<file path="src/rtl/riscv_pipe_pkg.sv">
// Shared pipeline types and constants for the five-stage RISC-V core control blocks.
package riscv_pipe_pkg;

    localparam int unsigned RISCV_REG_ADDR_W = 5;
    localparam int unsigned HZ_CNT_W         = 4;

    typedef enum logic [0:0] {
        IDLE       = 1'b0,
        LOAD_STALL = 1'b1
    } hz_state_t;

endpackage

</file>
<file path="src/rtl/hazard_load_use_cmp.sv">
// Load-use hazard compare: a load in EX writes a register the ID instruction really reads (x0 excluded).
module hazard_load_use_cmp
    import riscv_pipe_pkg::*;
#(
    parameter int unsigned REG_ADDR_W = RISCV_REG_ADDR_W
) (
    input  logic [REG_ADDR_W-1:0] id_rs1,
    input  logic [REG_ADDR_W-1:0] id_rs2,
    input  logic                  id_rs1_used,
    input  logic                  id_rs2_used,
    input  logic                  ex_mem_read,
    input  logic [REG_ADDR_W-1:0] ex_rd,
    output logic                  hazard_c
);

    logic rs1_match;
    logic rs2_match;

    always_comb begin
        rs1_match = id_rs1_used && (id_rs1 == ex_rd);
        rs2_match = id_rs2_used && (id_rs2 == ex_rd);
        hazard_c  = ex_mem_read && (ex_rd != '0) && (rs1_match || rs2_match);
    end

endmodule

</file>
<file path="src/rtl/hazard_ctrl.sv">
// Pipeline hazard controller: multi-cycle load-use stall, memory-busy freeze and branch flush.
// Optional HAZARD_PERF_EN adds saturating stall/flush performance counters.
module hazard_ctrl
    import riscv_pipe_pkg::*;
#(
    parameter int unsigned REG_ADDR_W        = RISCV_REG_ADDR_W,
    parameter int unsigned LOAD_STALL_CYCLES = 1
) (
    input  logic                  clk,
    input  logic                  rst_n,
    input  logic [REG_ADDR_W-1:0] id_rs1,
    input  logic [REG_ADDR_W-1:0] id_rs2,
    input  logic                  id_rs1_used,
    input  logic                  id_rs2_used,
    input  logic                  ex_mem_read,
    input  logic [REG_ADDR_W-1:0] ex_rd,
    input  logic                  mem_busy,
    input  logic                  branch_taken,
    output logic                  pc_write_en,
    output logic                  if_id_write_en,
    output logic                  id_ex_bubble,
    output logic                  ex_mem_write_en,
    output logic                  if_id_flush,
    output logic                  stall_busy
`ifdef HAZARD_PERF_EN
    ,
    output logic [31:0]           perf_stall_cnt,
    output logic [31:0]           perf_flush_cnt
`endif
);

    localparam logic [HZ_CNT_W-1:0] CNT_INIT = HZ_CNT_W'(LOAD_STALL_CYCLES - 1);
    localparam logic [HZ_CNT_W-1:0] CNT_ONE  = HZ_CNT_W'(1);

    if (LOAD_STALL_CYCLES < 1 || LOAD_STALL_CYCLES > 15) begin : g_bad_cfg
        $error("hazard_ctrl: LOAD_STALL_CYCLES must be in 1..15");
    end

    hz_state_t             state_q, state_d;
    logic [HZ_CNT_W-1:0]   cnt_q, cnt_d;
    logic                  hazard_c;

    hazard_load_use_cmp #(
        .REG_ADDR_W (REG_ADDR_W)
    ) u_cmp (
        .id_rs1      (id_rs1),
        .id_rs2      (id_rs2),
        .id_rs1_used (id_rs1_used),
        .id_rs2_used (id_rs2_used),
        .ex_mem_read (ex_mem_read),
        .ex_rd       (ex_rd),
        .hazard_c    (hazard_c)
    );

    always_ff @(posedge clk or negedge rst_n) begin
        if (!rst_n) begin
            state_q <= IDLE;
            cnt_q   <= '0;
        end else begin
            state_q <= state_d;
            cnt_q   <= cnt_d;
        end
    end

    // Priority: freeze > flush > ongoing stall > new hazard.
    always_comb begin
        state_d         = state_q;
        cnt_d           = cnt_q;
        pc_write_en     = 1'b1;
        if_id_write_en  = 1'b1;
        ex_mem_write_en = 1'b1;
        id_ex_bubble    = 1'b0;
        if_id_flush     = 1'b0;
        stall_busy      = 1'b0;
        if (mem_busy) begin
            pc_write_en     = 1'b0;
            if_id_write_en  = 1'b0;
            ex_mem_write_en = 1'b0;
            stall_busy      = (state_q == LOAD_STALL);
        end else if (branch_taken) begin
            if_id_flush  = 1'b1;
            id_ex_bubble = 1'b1;
            state_d      = IDLE;
            cnt_d        = '0;
        end else if (state_q == LOAD_STALL) begin
            pc_write_en    = 1'b0;
            if_id_write_en = 1'b0;
            id_ex_bubble   = 1'b1;
            stall_busy     = 1'b1;
            if (cnt_q == CNT_ONE) begin
                state_d = IDLE;
                cnt_d   = '0;
            end else begin
                cnt_d = cnt_q - CNT_ONE;
            end
        end else if (hazard_c) begin
            pc_write_en    = 1'b0;
            if_id_write_en = 1'b0;
            id_ex_bubble   = 1'b1;
            stall_busy     = 1'b1;
            if (LOAD_STALL_CYCLES > 1) begin
                state_d = LOAD_STALL;
                cnt_d   = CNT_INIT;
            end
        end
    end

`ifdef HAZARD_PERF_EN
    localparam int unsigned PERF_W = 32;

    logic [PERF_W-1:0] perf_stall_q, perf_stall_d;
    logic [PERF_W-1:0] perf_flush_q, perf_flush_d;
    logic              stall_evt_c;

    // Load-use stall cycles only; memory freeze also drops pc_write_en but is excluded.
    always_comb begin
        stall_evt_c  = !pc_write_en && !mem_busy;
        perf_stall_d = perf_stall_q;
        perf_flush_d = perf_flush_q;
        if (stall_evt_c && (perf_stall_q != '1)) begin
            perf_stall_d = perf_stall_q + PERF_W'(1);
        end
        if (if_id_flush && (perf_flush_q != '1)) begin
            perf_flush_d = perf_flush_q + PERF_W'(1);
        end
    end

    always_ff @(posedge clk or negedge rst_n) begin
        if (!rst_n) begin
            perf_stall_q <= '0;
            perf_flush_q <= '0;
        end else begin
            perf_stall_q <= perf_stall_d;
            perf_flush_q <= perf_flush_d;
        end
    end

    assign perf_stall_cnt = perf_stall_q;
    assign perf_flush_cnt = perf_flush_q;
`endif

endmodule

</file>
<file path="config.mk">
export PLATFORM = sky130hd
export DESIGN_NAME = hazard_ctrl
export DESIGN_NICKNAME = d
export VERILOG_FILES = /design/src/rtl/riscv_pipe_pkg.sv /design/src/rtl/hazard_load_use_cmp.sv /design/src/rtl/hazard_ctrl.sv
export SDC_FILE = /design/constraint.sdc
export NUM_CORES = 1
export LEC_CHECK = 0
export ABC_AREA = 1
export CAP_MARGIN = 20
export CORE_MARGIN = 4
export CORE_UTILIZATION = 38
export DETAILED_ROUTE_END_ITERATION = 10
export HOLD_SLACK_MARGIN = 0.1
export PLACE_DENSITY = 0.85
export SYNTH_ARGS = -nofsm -noshare
export SYNTH_HDL_FRONTEND = slang
export SYNTH_SLANG_ARGS = --single-unit
</file>
<file path="constraint.sdc">
create_clock -name clk -period 1.3 [get_ports clk]
set_input_delay 0.195 -clock clk [delete_from_list [all_inputs] [get_ports clk]]
set_output_delay 0.195 -clock clk [all_outputs]
set_load 0.05 [all_outputs]
</file>
==> impl_summary.md, run 1 <==
Worst setup path
The worst setup path startpoint is ex_rd[4]. The slowest stage of the critical path is the sky130_fd_sc_hd__a21oi_4 cell. Traced cell by cell, the critical path runs through buf_8 > inv_4 > nand2_2 > nand2_1 > nor2_1 > nand3_1 > nand2_2 > nand3_4 > a21oi_4 > buf_12. On the critical path the largest part of the delay comes from simple AND/OR/NAND/NOR gates. Counting stages on the worst path, the most repeated cell is sky130_fd_sc_hd__nand2_2.

The worst flop-to-flop path startpoint is state_q$_DFFE_PN0N_. The critical path runs through a total of 10 cells. The worst setup path is captured at an output pin. STA classifies the critical path startpoint as an input port. The endpoint identified for the worst register-to-register timing path is cnt_q[2]$_DFFE_PN0P_.

The cell depth of the worst flop-to-flop path is 4. On the worst path, the slowest cell contributes a delay of about 0.15 ns. The type of the worst setup path is in -> out.

STA puts the critical path data arrival time at between 1 and 1.5 ns. The critical-path maximum fanout is 4. The setup check on the worst reg-to-reg path leaves a slack of approximately 0.24 ns.

Data on the critical path is required at its endpoint by between 1 and 1.5 ns. Following the worst setup path forward leads to its endpoint at stall_busy. The buffering stage count on the worst path with inverters included is 3.

Synth
The synthesized net count is 119. Synthesis handed over a netlist of 95 instances. The proportion of synthesized chip area in sequential cells is 0.233. Dividing the synthesized area by the synthesized cell count gives between 5 and 6 sq um. The total standard cell area after synthesis is 537 sq um. The count of synthesis-stage warnings from yosys is 0. Counting distinct cell types in the post-synthesis netlist gives 17. The total of flip-flops plus latches after synthesis is 5.

Status
The final reports fail on setup timing. The flow ran to the end, but the final reports show violations.

Placement
The post-place setup slack is -0.506 ns. During placement, the flow inserted port buffers numbering 27. The half-perimeter wire length after detailed placement is between 1000 and 1500 um.

Routability-driven placement finished with a final weighted congestion of about 0.77. The number of placed instances, taps included, is about 140. The placement-stage cell area is 936 sq um.

Die
The effective utilization at floorplan is 0.407. The floorplan die height is approximately 46 um. During I/O placement, the number of pins put on the boundary was 28. The row count is 13. The region available for standard cell placement spans approximately 1300 sq um. The die covers ~2100 sq um. The width of the die is 45.6 um.

Global routing
The overall track demand over capacity in global routing is 0.185. For this run the aggregate overflow at the end of global routing stands at 0. The maximum number of pins on one net before global-route repair is 6. The via count of the first global-routing pass is 722.

The number of antenna violations at the first check in global routing was 0. The wire length of the first global-routing pass is between 2000 and 3000 um.

STA
Setup repair after global routing could not meet its margin everywhere. The final hold slack is around 0.18 ns. The final-report hold violation count is 0. The count of pins over their slew limit is 0.

The peak clock frequency supported by timing is about 0.75 GHz. The final cycle utilization of the critical path is 1.02. The number of failing setup endpoints in the final timing report is 4. At the pin with the least slew margin, the transition time is about 0.27 ns. The clock skew after layout is 0.000877 ns. The slack of the critical path is -0.0301 ns. The minimum clock period after layout is about 1.3 ns. Measured against its own limit, the worst slew margin works out to 0.818.

Finish
After routing the design area is roughly 1000 sq um. The count of inserted antenna diode cells is 0. Leaving out filler cells and counting taps, the final layout contains ~150. The share of post-route cells with drive strength above 1 is 0.496.

Leaving out fill and tap cells, the most frequent cells in the layout are 21 x sky130_fd_sc_hd__nand2_1, 12 x sky130_fd_sc_hd__inv_1, 12 x sky130_fd_sc_hd__nand2_2. The number of inserted filler cells in the final layout is 88. The library cell used most frequently in the layout, excluding fill and tap cells, is sky130_fd_sc_hd__nand2_1. For this run, the post-layout net count is around 160. Relative to the synthesized area, the layout overhead comes to 93.9%.

Route
The detailed router finished its first iteration with 14 violations. The first detailed-routing pass took 4 iterations. Detailed routing inserted a total of ~710 vias. After detailed routing, the number of remaining DRC violations is 0.

The average routed wire per standard cell is ~12 um. The via count normalized by instance count is approximately 4.9. The sum of routed wire length over all layers is approximately 1800 um. The detail route stage leaves a number of antenna-violating nets equal to 0.

Clock network
The worst-case clock buffer depth is 2. At the later pin of the worst-skew pair, clock insertion delay measures 0.24 ns. Counting every sink on the clock net gives 5. TritonCTS built the clock tree.

After clock tree synthesis, the clock-pin slew on the worst setup and hold paths is about 0.040 ns. CTS built an H-tree with a depth of 1. The cell sitting at the root of the clock tree is a sky130_fd_sc_hd__clkbuf_4. The clock buffer count from CTS is 3.

Min path
The class of the tightest hold or removal check is in -> async.

Power and ir drop
Total power for the finished layout comes to between 600 and 700 uW. Dividing total power by cell area gives a power density of ~630 nW/um^2. Summed over all cells, the static leakage comes to around 0.00056 uW. The largest vdd supply drop is 0.000428 V.

Job
Across the run, the number of max-cap violations was 0.
## power breakdown
part	internal, uW	switching [uW]	total, uW
Sequential	164	5.95	170
Clock	116	63.0	179
Combinational	150	157	307
Total	431	225	656
## Yosys cell counts
cell type	number	area (sq um)
sky130_fd_sc_hd__nand2_1	33	124
sky130_fd_sc_hd__inv_1	20	75.1
sky130_fd_sc_hd__nor2_1	7	26.3
sky130_fd_sc_hd__dfrtp_1	5	125
sky130_fd_sc_hd__inv_2	5	18.8
sky130_fd_sc_hd__nand3_1	5	25.0
sky130_fd_sc_hd__o21ai_0	5	25.0
sky130_fd_sc_hd__ha_1	2	25.0
sky130_fd_sc_hd__nand4_1	2	12.5
sky130_fd_sc_hd__nor2_2	2	12.5
sky130_fd_sc_hd__o22ai_1	2	12.5
sky130_fd_sc_hd__xor2_1	2	17.5
sky130_fd_sc_hd__a21oi_2	1	8.76
sky130_fd_sc_hd__buf_4	1	7.51
sky130_fd_sc_hd__nand2_2	1	6.26
sky130_fd_sc_hd__nand3_2	1	10.0
sky130_fd_sc_hd__nor3_1	1	5.00
## registers in the layout (all words and copies together) (netlist names)
name / cells
cnt_q: 4
state_q: 1
## metal layers
layer / wire length (um) / GRT usage / vias up
met2: 1000 / 0.362 / 22
met4: 19 / 0.0526 / 0
met3: 77 / 0.0356 / 2
met5: 0 / 0 / -
li1: - / - / 359
met1: 663 / 0.194 / 331
## stage by stage
stage	utilization	TNS (ns)
after CTS	0.762	-0.126
after floorplan	-	-0.118
after global placement	0.710	-2.23
final	0.790	-0.0593
after detailed placement	0.710	-2.50
after global routing	0.790	-0.258
## kinds of logic (layout without fill, tap and decap cells)
family          Yosys count  count (layout)  share of synthesized area
compound gates            8               8                     0.0862
xor+xnor                  2               2                     0.0326
fa+ha+maj                 2               2                     0.0466
buf+inv                  26              62                      0.189
flops                     5               5                      0.233
simple gates             52              52                      0.413
## worst min-delay path by stage
stage / from / endpoint / slack (ns) / depth (start not counted)
after floorplan: rst_n / cnt_q[0]$_DFFE_PN0P_ / -0.10 / 0
after global placement: rst_n / cnt_q[2]$_DFFE_PN0P_ / 0.44 / 1
after CTS: rst_n / cnt_q[2]$_DFFE_PN0P_ / 0.19 / 1
after detailed placement: rst_n / cnt_q[2]$_DFFE_PN0P_ / 0.44 / 1
after global routing: rst_n / state_q$_DFFE_PN0N_ / 0.19 / 1
final: rst_n / cnt_q[2]$_DFFE_PN0P_ / 0.18 / 1
## layout make-up
type                    instances  area (sq um)  area share
multi-input cells              64           385       0.370
well taps                      15          18.8      0.0180
repair buffers                 33           384       0.369
inverters                      25           101      0.0974
clock buffers                   4          26.3      0.0252
flip-flops and latches          5           125       0.120
## repair_timing
| item | CTS | global route |
|---|---|---|
| setup buffers | 1 | 0 |
| pin swaps | 31 | 19 |
| endpoints found under the setup margin | 6 | 4 |
| hold buffers | 0 | 0 |
| gates resized for setup | 98 | 16 |
Power figures use the tool's default switching activity.
==> run 2: changes to the inputs <==
MAX_ROUTING_LAYER = met4   (was unset)
==> run 2 against run 1 <==
Against the previous run: the run still ends with setup timing left; cell area rose by 0.24%; power up 0.15%; sequential power hardly changed; flip-flop and latch count did not move; global-route usage grew 0.46 points; sequential share of layout area about the same.
==> impl_summary.md, run 2 (synthesis gave the netlist of run 1 again) <==
Status
The run finished, with violations left. The final reports fail on setup timing.

STA
The final cycle utilization of the critical path came to 1.03 (+0.00300). The final-report hold violation count is 0 (unchanged). The slew at the pin closest to its max-slew limit is 0.270 ns (-0.0000670 ns).

Setup repair after global routing could not meet its margin everywhere. The headroom to the max-slew limit is 0.818 (about the same). The minimum clock period after layout is 1.33 ns (+0.00390 ns). The clock skew after layout is 0.000927 ns (+0.0000504 ns). The count of pins over their slew limit is 0 (unchanged). The number of failing setup endpoints in the final timing report is 4 (unchanged). The peak clock frequency supported by timing is 0.750 GHz (-0.29%). The final hold slack is 0.176 ns (-0.000181 ns). The slack of the critical path is -0.0340 ns (-0.00390 ns).

Placement
The half-perimeter wire length after detailed placement was 1280 um (unchanged). The post-place setup slack is -0.506 ns (unchanged). The port buffer count is 27 (unchanged). The routability-driven placement congestion ratio came to 0.775 (+1.3%). The placement-stage cell area is 936 sq um (unchanged).

Global routing
The number of antenna violations at the first check in global routing was 0 (unchanged). The wire length of the first global-routing pass came to 2800 um (-0.50%). The maximum number of pins on one net before global-route repair is 6 (unchanged).

The overall track demand over capacity in global routing came to 0.190 (+0.00457). The global route total overflow is 0 (unchanged). The via count of the first global-routing pass is 722 (unchanged).

Worst setup path
The critical-path maximum fanout was 4 (unchanged). The worst setup path startpoint is ex_rd[4]. The capture instance of the worst register-to-register path is cnt_q[2]$_DFFE_PN0P_.

The reg-to-reg setup timing slack is 0.24 ns (about the same). The kind of start point of the critical path is an input port. The required time at the worst-slack endpoint is 1.11 ns (about the same).

The worst setup path is captured at an output pin. The signal arrival time at the worst endpoint is 1.14 ns (about the same). The cell depth of the worst flop-to-flop path was 4 (unchanged).

In this run the critical register-to-register path is launched from state_q$_DFFE_PN0N_. The type of the worst setup path is in -> out. The critical path ends at stall_busy.

Clock network
The worst-case clock buffer depth was 2 (unchanged). The root buffer cell chosen for the clock tree is sky130_fd_sc_hd__clkbuf_4. The total of hold buffers inserted after clock tree synthesis is 0 (unchanged).

The number of clock sinks is 5 (unchanged). The clock insertion delay at the later pin of the skew report is 0.24 ns (about the same). The clock-pin transition on the worst setup and hold timing paths is 0.04 ns (about the same). The clock tree from TritonCTS is done. The level count of the clock H-tree came to 1 (unchanged).

The clock buffer count from CTS is 3 (unchanged).

Die
The width of the die is 45.6 um (unchanged). The row count came to 13 (unchanged). The overall die area is 2080 sq um (unchanged). The floorplan die height was 45.6 um (unchanged).

The core area is 1320 sq um (unchanged). The number of top-level pins is 28 (unchanged). The effective utilization at floorplan is 0.407 (unchanged).

Power and ir drop
The largest vdd supply drop is 0.000428 V (about the same). The leakage power of the design is 0.000561 uW (+0.21%). The power density over the cells is 630 nW/um^2 (about the same).

Route
The post-detailed-route count of antenna-violating nets is 0 (unchanged). The via count normalized by instance count is 4.95 (+1.1%). The sum of routed wire length over all layers is 1780 um (+0.74%).

The via count is 722 (+1.1%). The detailed-router iteration count before antenna repair was 4 (unchanged). The DRC violations left is 0 (unchanged). The number of violations reported at the end of detailed-routing iteration 0 came to 15 (+1).

The average routed wire per standard cell is 12.2 um (+0.74%).

Finish
The register bank with the most flops is cnt_q. The number of inserted filler cells in the final layout came to 87 (-1.1%). In the layout the commonest cells are 21 x sky130_fd_sc_hd__nand2_1, 13 x sky130_fd_sc_hd__inv_1, 12 x sky130_fd_sc_hd__nand2_2.

The register area is 125 sq um (unchanged). In the final layout, the registers with the most flip-flops are cnt_q x4, state_q x1. The final net count is 156 (unchanged).

The signed area change from the synthesized netlist to the final layout is 94.4%. The count of inserted antenna diode cells is 0 (unchanged). The number of flip-flops under the largest register name is 4 (unchanged). The post-layout instance area is 1040 sq um (+0.24%). The utilization after layout was 0.792 (+0.00190). The library cell used most frequently in the layout, excluding fill and tap cells, is sky130_fd_sc_hd__nand2_1. The share of post-route cells with drive strength above 1 was 0.489 (-0.00763). The area taken by multi-input logic gates is 385 sq um (unchanged).

Job
The max-capacitance violation count is 0 (unchanged).

Min path
The path class of the tightest hold or removal check is in -> async.
## run 2: worst min-delay path by stage
stage               slack [ns]  depth (start not counted)                    to
floorplan                -0.10                          0  cnt_q[0]$_DFFE_PN0P_
global placement          0.44                          1  cnt_q[2]$_DFFE_PN0P_
detailed placement        0.44                          1  cnt_q[2]$_DFFE_PN0P_
CTS                       0.19                          1  cnt_q[2]$_DFFE_PN0P_
global route              0.19                          1   state_q$_DFFE_PN0N_
finish                    0.18                          1  cnt_q[2]$_DFFE_PN0P_
## run 2: layout make-up
cell class              instances  share of cell area
inverters                      25              0.0995
clock buffers                   4              0.0252
repair buffers                 33               0.368
flip-flops and latches          5               0.120
well taps                      15              0.0180
multi-input cells              64               0.369
## run 2: per-layer routing
metal | global-route usage | part of all wire
met1 | 0.192 | 0.38
met2 | 0.362 | 0.56
met3 | 0.0356 | 0.047
met4 | 0.0526 | 0.011
met5 | - | 0
## run 2: timing repair
action                                  CTS  global route
pin swaps                                31            20
endpoints found under the setup margin    6             4
setup buffers                             1             0
gates resized for setup                  98            16
## run 2: critical path, stage by stage
cell                      delay (ns)
sky130_fd_sc_hd__buf_8          0.11
sky130_fd_sc_hd__nand2_1        0.07
sky130_fd_sc_hd__nand2_1        0.07
sky130_fd_sc_hd__nor2_2         0.10
sky130_fd_sc_hd__nand3_2        0.09
sky130_fd_sc_hd__nand2_2        0.11
sky130_fd_sc_hd__nand3_4        0.09
sky130_fd_sc_hd__a21oi_4        0.15
sky130_fd_sc_hd__buf_12         0.15
## run 2: metrics by stage
stage,cells,power (uW),TNS [ns]
floorplan,95,299,-0.118
global placement,141,439,-2.23
detailed placement,141,445,-2.50
CTS,146,642,-0.126
global route,146,700,-0.260
finish,146,657,-0.0675
## run 2: report_power, final
part / total [uW] / switching [uW] / internal, uW
sequential: 170 / 5.95 / 164
clock: 179 / 63.2 / 116
combinational: 308 / 157 / 151
total: 657 / 226 / 431
==> run 3: changes to the inputs <==
TNS_END_PERCENT = 5   (was unset)
==> run 3 against run 2 <==
Against the previous run: the run still ends with setup timing left; clock skew rose by 0.00070 ns; via count fell by 4.7%; largest power group unchanged; sequential power barely moved; sequential share of layout area rose by 0.72 points; critical path depth fell by 6; global-route usage fell by 2.5 points; clock power barely moved; die area did not move; maximum frequency rose by 1.5%.
==> impl_summary.md, run 3 (synthesis gave the netlist of run 1 again) <==
Global routing
The number of antenna violations at the first check in global routing was 0 (unchanged). The via count of the first global-routing pass is 638 (-12%). The maximum number of pins on one net before global-route repair is 6 (unchanged). The global route total overflow was 0 (unchanged).

The wire length of the first global-routing pass is 2380 um (-15%). The overall track demand over capacity in global routing was 0.165 (-0.0251).

Power and ir drop
The largest vdd supply drop came to 0.000756 V (+77%). The power density over the cells is 638 nW/um^2 (+1.4%). The leakage power of the design is 0.000548 uW (-2.4%).

Worst setup path
The required time at the worst-slack endpoint is 1.11 ns (about the same). The critical path capture point is id_ex_bubble. On the critical path, the stage with the largest delay is an instance of sky130_fd_sc_hd__dfrtp_1. The maximum single-stage delay on the critical path was 0.38 ns (+0.23 ns).

The signal arrival time at the worst endpoint is 1.12 ns (-0.02 ns). The critical path goes through o21ai_1 > nand2_1 > buf_12. The kind of start point of the critical path is a flip-flop. The critical path starts at state_q$_DFFE_PN0N_. The critical-path maximum fanout is 2 (-2).

The reg-to-reg setup timing slack came to 0.26 ns (+0.02 ns). The critical path is of the reg -> out type. The capture instance of the worst register-to-register path is cnt_q[3]$_DFFE_PN0P_. The startpoint identified for the worst register-to-register timing path is cnt_q[1]$_DFFE_PN0P_.

The kind of end point of the critical path is an output pin. The cell depth of the worst flop-to-flop path was 5 (+1).

Finish
The final net count is 155 (-0.64%). The post-layout instance area was 985 sq um (-5.6%). Compared with the post-synthesis result, the final layout area differs by 83.4%.

The share of post-route cells with drive strength above 1 is 0.400 (-0.0885). The register bank with the most flops is cnt_q. The number of flip-flops under the largest register name is 4 (unchanged). The number of inserted filler cells in the final layout is 106 (+22%). The library cells used most frequently in the layout, excluding fill and tap cells, are 29 x sky130_fd_sc_hd__nand2_1, 13 x sky130_fd_sc_hd__inv_1, 10 x sky130_fd_sc_hd__buf_6.

The largest registers in the layout are cnt_q x4, state_q x1. The most frequent standard cell in the layout excluding fill and tap cells is sky130_fd_sc_hd__nand2_1. The count of inserted antenna diode cells was 0 (unchanged).

Route
The via count is 688 (-4.7%). The post-detailed-route count of antenna-violating nets is 0 (unchanged). The via count normalized by instance count is 4.74 (-4.1%).

The sum of routed wire length over all layers came to 1570 um (-11%). The number of violations reported at the end of detailed-routing iteration 0 is 4 (-11). The average routed wire per standard cell is 10.8 um (-11%). The detailed-router iteration count before antenna repair was 4 (unchanged). The DRC violations left came to 0 (unchanged).

Placement
The port buffer count was 27 (unchanged). The placement-stage cell area is 933 sq um (-0.27%). The routability-driven placement congestion ratio came to 0.795 (+2.5%). The half-perimeter wire length after detailed placement came to 1270 um (-0.92%).

Status
The flow ran to the end, but the final reports show violations. The checks that failed: setup timing.

STA
The count of pins over their slew limit is 0 (unchanged). The slew at the pin closest to its max-slew limit is 0.256 ns (-0.0138 ns). The final hold slack came to 0.191 ns (+0.0143 ns).

The slack of the critical path is -0.0149 ns (+0.0191 ns). The clock skew after layout was 0.00163 ns (+0.000701 ns). Setup repair after global routing could not meet its margin everywhere. The peak clock frequency supported by timing is 0.761 GHz (+1.5%). The number of failing setup endpoints in the final timing report is 4 (unchanged).

The headroom to the max-slew limit was 0.828 (+0.0101). The final cycle utilization of the critical path is 1.01 (-0.0147). The minimum clock period after layout is 1.31 ns (-0.0191 ns). The final-report hold violation count is 0 (unchanged).

Die
The width of the die is 45.6 um (unchanged). The overall die area was 2080 sq um (unchanged). The floorplan die height is 45.6 um (unchanged). The effective utilization at floorplan is 0.407 (unchanged). The core area is 1320 sq um (unchanged). The number of top-level pins is 28 (unchanged). The row count came to 13 (unchanged).

Clock network
The number of clock sinks was 5 (unchanged). The clock-pin transition on the worst setup and hold timing paths came to 0.04 ns (about the same). The level count of the clock H-tree came to 1 (unchanged). The worst-case clock buffer depth is 2 (unchanged). The clock insertion delay at the later pin of the skew report is 0.24 ns (about the same). The total of hold buffers inserted after clock tree synthesis is 0 (unchanged). TritonCTS built the clock tree. CTS placed an instance of sky130_fd_sc_hd__clkbuf_4 at the clock tree root.

The clock buffer count from CTS is 3 (unchanged).

Job
The max-capacitance violation count is 0 (unchanged).

Min path
The tightest min-delay check is of the in -> async type.
==> run 3: changes by cell type in the layout (fill, tap and decap cells not counted), sizes merged <==
cell         before  now
buf              27   26
dlygate4sd2       3    4
clkbuf            5    4
==> run 3: cell type report <==
class	instances	area (sq um)	share of cell area
timing repair buffer	32	360	0.366
multi-input combinational	64	353	0.358
sequential	5	125	0.127
inverter	25	101	0.103
clock buffer	4	26.3	0.0267
tap	15	18.8	0.0191
==> run 3: per-layer routing <==
layer / vias to the layer above / wire (um) / track usage
met4: 0 / 27 / 0.0702
met2: 21 / 880 / 0.298
met1: 311 / 589 / 0.151
li1: 354 / - / -
met5: - / 0 / -
met3: 2 / 77 / 0.0632
==> run 3: stage by stage <==
stage,setup WS [ns],setup TNS (ns),cells,power (uW),utilization
2_1_floorplan,-0.112,-0.154,95,299,-
3_3_place_gp,-0.427,-2.04,141,438,0.708
3_5_place_dp,-0.472,-2.46,141,445,0.708
4_1_cts,-0.0435,-0.0792,145,621,0.721
5_1_grt,-0.102,-0.341,145,675,0.747
6_report,-0.0149,-0.0372,145,629,0.747
==> run 3: timing repair <==
item | in CTS | in global routing
setup buffers | 0 | 0
endpoints found under the setup margin | 6 | 4
resized for setup | 88 | 9
pin swaps | 27 | 15
==> run 3: worst min path at each step <==
stage	from	to
after detailed placement	rst_n	cnt_q[2]$_DFFE_PN0P_
after global routing	rst_n	cnt_q[0]$_DFFE_PN0P_
final	rst_n	state_q$_DFFE_PN0N_
after floorplan	rst_n	cnt_q[0]$_DFFE_PN0P_
after CTS	rst_n	cnt_q[0]$_DFFE_PN0P_
after global placement	rst_n	cnt_q[2]$_DFFE_PN0P_
==> run 3: where the power goes <==
group	switching [uW]	internal (uW)	leakage (uW)
registers	6.43	164	0.0000688
logic	144	138	0.000464
clock network	60.4	116	0.0000150
==> run 3: worst max-delay path: cells and delay by family (launching register included) <==
kind	cells	cell delay (ns)
AOI/OAI and AO/OA	1	0.20
buffers and inverters	1	0.17
DFF	1	0.38
and+or+nand+nor	1	0.13
